`src/rtl/cpu_pkg.sv`:
```
// Shared types for the PC controller: decoded ops, FSM states, trap causes.
// Imported by pc_target_calc and pc_ctrl.
package cpu_pkg;

    typedef enum logic [5:0] {
        CU_LUI   = 6'd0,
        CU_AUIPC = 6'd1,
        CU_JAL   = 6'd2,
        CU_JALR  = 6'd3,
        CU_BEQ   = 6'd4,
        CU_BNE   = 6'd5,
        CU_BLT   = 6'd6,
        CU_BGE   = 6'd7,
        CU_BLTU  = 6'd8,
        CU_BGEU  = 6'd9,
        CU_LOAD  = 6'd10,
        CU_STORE = 6'd11,
        CU_ALU   = 6'd12,
        CU_ALUI  = 6'd13,
        CU_ERROR = 6'd14
    } cuOPType;

    typedef enum logic [1:0] {
        BOOT = 2'd0,
        RUN  = 2'd1,
        TRAP = 2'd2
    } pc_state_t;

    localparam logic [1:0] CAUSE_NONE     = 2'd0;
    localparam logic [1:0] CAUSE_MISALIGN = 2'd1;
    localparam logic [1:0] CAUSE_EXT      = 2'd2;

endpackage

```
`src/rtl/pc_target_calc.sv`:
```
// Combinational jump/branch resolution: taken flag, target, misalignment.
// Ports: op_i, pc_i, rs1_i, imm_i, cmp_*_i in; taken_o, target_o, misalign_o out.
module pc_target_calc
    import cpu_pkg::*;
#(
    parameter int XLEN       = 32,
    parameter int IMM_SCALED = 1
) (
    input  cuOPType           op_i,
    input  logic [XLEN-1:0]   pc_i,
    input  logic [XLEN-1:0]   rs1_i,
    input  logic [XLEN-1:0]   imm_i,
    input  logic              cmp_eq_i,
    input  logic              cmp_lt_i,
    input  logic              cmp_ltu_i,
    output logic              taken_o,
    output logic [XLEN-1:0]   target_o,
    output logic              misalign_o
);

    logic [XLEN-1:0] off;
    logic [XLEN-1:0] rel_tgt;
    logic [XLEN-1:0] jalr_sum;

    assign off      = (IMM_SCALED != 0) ? imm_i : (imm_i << 1);
    assign rel_tgt  = pc_i + off;
    assign jalr_sum = rs1_i + imm_i;

    always_comb begin
        taken_o  = 1'b0;
        target_o = rel_tgt;
        unique case (op_i)
            CU_JAL:  taken_o = 1'b1;
            CU_JALR: begin
                taken_o  = 1'b1;
                target_o = {jalr_sum[XLEN-1:1], 1'b0};
            end
            CU_BEQ:  taken_o = cmp_eq_i;
            CU_BNE:  taken_o = !cmp_eq_i;
            CU_BLT:  taken_o = cmp_lt_i;
            CU_BGE:  taken_o = !cmp_lt_i;
            CU_BLTU: taken_o = cmp_ltu_i;
            CU_BGEU: taken_o = !cmp_ltu_i;
            default: taken_o = 1'b0;
        endcase
    end

    // Only bit 1 matters: bit 0 of JALR is forced low, 16-bit grain is not a trap
    assign misalign_o = taken_o & target_o[1];

endmodule

```
`src/rtl/pc_ctrl.sv`:
```
// PC controller: BOOT/RUN/TRAP FSM, PC, EPC/cause capture, optional counters.
// Ports: clk, nRST, cuOP, rs1Read, imm_i, cmp_*, iready, trap_i, trap_ack in;
// PCaddr, pc_plus4, fetch_req, trap_o, epc_o, cause_o, taken_cnt, retire_cnt out.
// Define PC_PERF_EN to build the taken/retire counters.
module pc_ctrl
    import cpu_pkg::*;
#(
    parameter int              XLEN       = 32,
    parameter logic [XLEN-1:0] RESET_PC   = '0,
    parameter logic [XLEN-1:0] TRAP_VEC   = XLEN'(32'h100),
    parameter int              IMM_SCALED = 1
) (
    input  logic             clk,
    input  logic             nRST,
    input  cuOPType          cuOP,
    input  logic [XLEN-1:0]  rs1Read,
    input  logic [XLEN-1:0]  imm_i,
    input  logic             cmp_eq,
    input  logic             cmp_lt,
    input  logic             cmp_ltu,
    input  logic             iready,
    input  logic             trap_i,
    input  logic             trap_ack,
    output logic [XLEN-1:0]  PCaddr,
    output logic [XLEN-1:0]  pc_plus4,
    output logic             fetch_req,
    output logic             trap_o,
    output logic [XLEN-1:0]  epc_o,
    output logic [1:0]       cause_o,
    output logic [31:0]      taken_cnt,
    output logic [31:0]      retire_cnt
);

    pc_state_t       state_q, state_d;
    logic [XLEN-1:0] pc_q, pc_d;
    logic [XLEN-1:0] epc_q, epc_d;
    logic [1:0]      cause_q, cause_d;
    logic            trap_q, trap_d;
    logic            taken;
    logic            misalign;
    logic [XLEN-1:0] target;

    pc_target_calc #(
        .XLEN       (XLEN),
        .IMM_SCALED (IMM_SCALED)
    ) u_tgt (
        .op_i       (cuOP),
        .pc_i       (pc_q),
        .rs1_i      (rs1Read),
        .imm_i      (imm_i),
        .cmp_eq_i   (cmp_eq),
        .cmp_lt_i   (cmp_lt),
        .cmp_ltu_i  (cmp_ltu),
        .taken_o    (taken),
        .target_o   (target),
        .misalign_o (misalign)
    );

    assign pc_plus4 = pc_q + XLEN'(4);

    always_comb begin
        state_d = state_q;
        pc_d    = pc_q;
        epc_d   = epc_q;
        cause_d = cause_q;
        trap_d  = 1'b0;
        unique case (state_q)
            BOOT: state_d = RUN;
            RUN: begin
                // External request wins over misalignment and retire
                if (trap_i || (iready && misalign)) begin
                    state_d = TRAP;
                    pc_d    = TRAP_VEC;
                    epc_d   = pc_q;
                    cause_d = trap_i ? CAUSE_EXT : CAUSE_MISALIGN;
                    trap_d  = 1'b1;
                end else if (iready) begin
                    pc_d = taken ? target : pc_plus4;
                end
            end
            TRAP: begin
                pc_d = TRAP_VEC;
                if (trap_ack) state_d = RUN;
            end
            default: state_d = BOOT;
        endcase
    end

    always_ff @(posedge clk or negedge nRST) begin
        if (!nRST) begin
            state_q <= BOOT;
            pc_q    <= RESET_PC;
            epc_q   <= '0;
            cause_q <= CAUSE_NONE;
            trap_q  <= 1'b0;
        end else begin
            state_q <= state_d;
            pc_q    <= pc_d;
            epc_q   <= epc_d;
            cause_q <= cause_d;
            trap_q  <= trap_d;
        end
    end

    assign PCaddr    = pc_q;
    assign fetch_req = (state_q == RUN);
    assign trap_o    = trap_q;
    assign epc_o     = epc_q;
    assign cause_o   = cause_q;

`ifdef PC_PERF_EN
    logic        retire;
    logic [31:0] taken_q, retire_q;

    assign retire = (state_q == RUN) && iready && !trap_i && !misalign;

    always_ff @(posedge clk or negedge nRST) begin
        if (!nRST) begin
            taken_q  <= '0;
            retire_q <= '0;
        end else if (retire) begin
            retire_q <= retire_q + 32'd1;
            if (taken) taken_q <= taken_q + 32'd1;
        end
    end

    assign taken_cnt  = taken_q;
    assign retire_cnt = retire_q;
`else
    assign taken_cnt  = '0;
    assign retire_cnt = '0;
`endif

endmodule

```
`config.mk`:
```
export PLATFORM = sky130hd
export DESIGN_NAME = pc_ctrl
export DESIGN_NICKNAME = d
export VERILOG_FILES = /design/src/rtl/cpu_pkg.sv /design/src/rtl/pc_target_calc.sv /design/src/rtl/pc_ctrl.sv
export SDC_FILE = /design/constraint.sdc
export NUM_CORES = 1
export LEC_CHECK = 0
export ABC_AREA = 1
export BUFFER_PORTS_ARGS = -buffer_cell sky130_fd_sc_hd__buf_2
export CAP_MARGIN = 30
export CORE_MARGIN = 5
export CORE_UTILIZATION = 43
export DETAILED_ROUTE_END_ITERATION = 12
export PLACE_DENSITY_LB_ADDON = 0.12
export SLEW_MARGIN = 10
export SYNTH_ARGS = -nofsm -noshare
export SYNTH_HDL_FRONTEND = slang
export SYNTH_HIERARCHICAL = 1
export SYNTH_SLANG_ARGS = --single-unit
```
`constraint.sdc`:
```
create_clock -name clk -period 2.4 [get_ports clk]
set_input_delay 0.48 -clock clk [delete_from_list [all_inputs] [get_ports clk]]
set_output_delay 0.48 -clock clk [all_outputs]
set_load 0.005 [all_outputs]
```
==> results.md <==
* Via Count at about 11000
* WP data arrival at 2740 ps
* # rows at 54
* CTS tree: yes
* Peak Freq at 406 MHz
* CTS Buf Count at 9
* PwrDens at 827 nW/µm²
* Area growth syn-to-layout at 26.6%
* Post-synth EDFFs at 0
* Final ANT Viol Nets at 0
* Peak VDD IR at between 600 and 700 µV
* Layout Nets at approximately 2200
* # IOs at 242
* Cells taking the most area after synthesis: nand2_1 28%, dfrtp_1 18%, inv_1 12%, ha_1 8.5%, nor2_1 7.1%
* Setup Viol. Count Final at 28
* Synth top area share at about 28%
* RSZ-0062 raised after global routing: yes
* Sequential-to-total area share from yosys stat at between 15 and 20%
* Clock Skews at 8.22 ps
* Mapped Area at roughly 9600 µm²
* Leakage at 7.52 nW
* Violated checks: setup timing
* #FFs+latches synth at 69
* Cts-stage hold buffer count at 0
* Overall routing resource usage at 24.7%
* First-pass GRT wire length at 51700 µm
* CP Capture Type: flop
* Final WL at around 34000 µm
* Syn Inst Count at around 1700
* Crit-path max FO at 13
* Routability cong. at 0.913
* TNS Setup at -909 ps
* Grt total ovfl at 0
* Area of the die at 25400 µm²
* Worst-case clock buffer depth at 2
* Die W at about 160 µm
* Layout cells sized above 1 at between 10% and 20%
* Ys flop type: dfrtp_1
* Final setup margin at -60.2 ps
* Reg clk slew, reported paths at roughly 60 ps
* Hold Fails Final Rpt at 0
* Die Ht at 159 µm
* Drt wl/cell at ~15 µm
* Iteration-0 DRC Markers at 800
* Root Driver: clkbuf_16
* Dominant cell type by area after synthesis: nand2_1
* H-tree depth at 3
* Final max-slew violation count at 0
* Pin count of the biggest net entering global routing at 70
* Vias in the first global route at 10342
* Area of the multi-input gates at about 6700 µm²
* DRT Pass-1 Iters at 6
* Async SR Flop Fraction at between 90% and 100%
* Initial antenna violation count at 0
* Clock Sinks at 69
* Final period util at 103%
* DRC errors left at 0
* DR vias/cell at 4.86
* Status: finished, violations left
* Synth unique cells at 44
* Max-cap violations at 0
* Number of I/O port buffers at 177
* Critical path class: reg -> reg
* Most numerous cell in the Yosys netlist: nand2_1
* Final core utilization at 55.4%
* Hold crit path type: in -> async
* N_diodes at 0
* DP HPWL at 27600 µm
* # fillers at approximately 2300
* Element type at the critical path start: flop
* Storage cell area at 1730 µm²
* Worst reg2reg setup slack at -60 ps
* Post-Syn Area per Cell at 5.48 µm²
* Yosys warnings at 6
* Data required, critical path at 2680 ps
* Fin crit period at about 2500 ps
* Post-synth top cells: 708 x nand2_1, 298 x inv_1, 182 x nor2_1
* Post-place setup slack at -280 ps
* Core Area at 21900 µm²
* Initial core utilization at 43.8%
* Clock latency on the worst-skew pair at around 340 ps
-- cell type report --
class,instances,area share (%)
sequential,69,14.2
inverter,302,9.39
tap,280,2.89
multi-input combinational,1355,54.8
clock buffer,10,1.97
timing repair buffer,298,16.0
clock inverter,6,0.711
-- layout by cell type, fill, tap and decap left out, types with 6 or more instances in the layout --
master     count
nand2_1      694
inv_1        295
buf_2        177
nor2_1       147
nand3_1      107
buf_4        107
dfrtp_1       68
conb_1        64
ha_1          63
o21ai_0       57
a21oi_1       57
nor2_4        23
nand2_2       18
o21ai_1       17
nor2_2        16
xor2_1        11
clkbuf_16     11
nand4_1       10
nand3b_1      10
o21ai_2        9
buf_12         7
nor3_1         6
o21bai_1       6
-- stage by stage --
stage	std cells	cell area, µm²	hold WS (ps)	total power [mW]
finish	2320	12100	156	10.0
floorplan	1812	9840	184	5.46
detailed placement	2290	11300	460	7.94
global route	2320	12100	194	10.9
CTS	2308	11700	177	9.48
global placement	2290	11300	455	7.86
-- what timing repair did --
action / in CTS / in global routing
pin swaps: 0 / 19
setup buffers: 2 / 7
gates cloned: 0 / 5
gates resized for setup: 15 / 88
endpoints found under the setup margin: 50 / 88
-- path summary, 6_finish.rpt --
kind                                         from                      to  cells past startpoint
min                                          nRST   epc_o[22]$_DFFE_PN0P_                      2
min in group clk                           trap_i  cause_o[1]$_DFFE_PN0P_                      3
min reg2reg                cause_o[1]$_DFFE_PN0P_  cause_o[1]$_DFFE_PN0P_                      2
max reg2reg                 PCaddr[0]$_DFFE_PN0P_  PCaddr[11]$_DFFE_PN0P_                     15
max                         PCaddr[0]$_DFFE_PN0P_  PCaddr[11]$_DFFE_PN0P_                     15
max in group asynchronous                    nRST   PCaddr[5]$_DFFE_PN0P_                      2
-- state kept, by name, summed over array words and instances, names as in the netlist --
| register | count |
|---|---|
| PCaddr | 32 |
| cause_o | 2 |
| epc_o | 32 |
| state_q | 2 |
| trap_o | 1 |
-- worst max-delay path, cell delays in order (launching register included) --
cell     delay [ps]
dfrtp_1         410
ha_4            180
inv_2            40
fa_1            390
or2_4           230
o21a_1          120
nor2_2          150
a21oi_2          90
nand2_2         120
nor2_4           50
nor2_4          140
buf_6           150
nand2_8         100
nor2_1          110
nand2_1          50
nand2_1          60
-- report_power, final --
group | internal, mW | switching, mW
Combinational | 2.66 | 3.95
Sequential | 1.61 | 0.352
Clock | 0.936 | 0.525
Total | 5.21 | 4.83
-- layer usage --
metal	global-route usage [%]	share of wire, %	vias up
li1	-	-	5819
met4	4.15	1.4	0
met1	31.7	43	5026
met2	44.7	49	403
met5	0	0	-
met3	3.24	6.9	31
-- kinds of logic after synthesis --
group | after synthesis | synth area share [%]
adders and majority gates | 67 | 8.90
and+or+nand+nor | 1047 | 44.0
buffers and inverters | 390 | 18.5
muxes | 1 | 0.104
xor gates and xnor gates | 15 | 1.37
AOI/OAI and AO/OA | 159 | 9.10
DFF | 69 | 18.0
other | 1 | 0.0391
No activity file was read; power rests on OpenSTA's default activity.
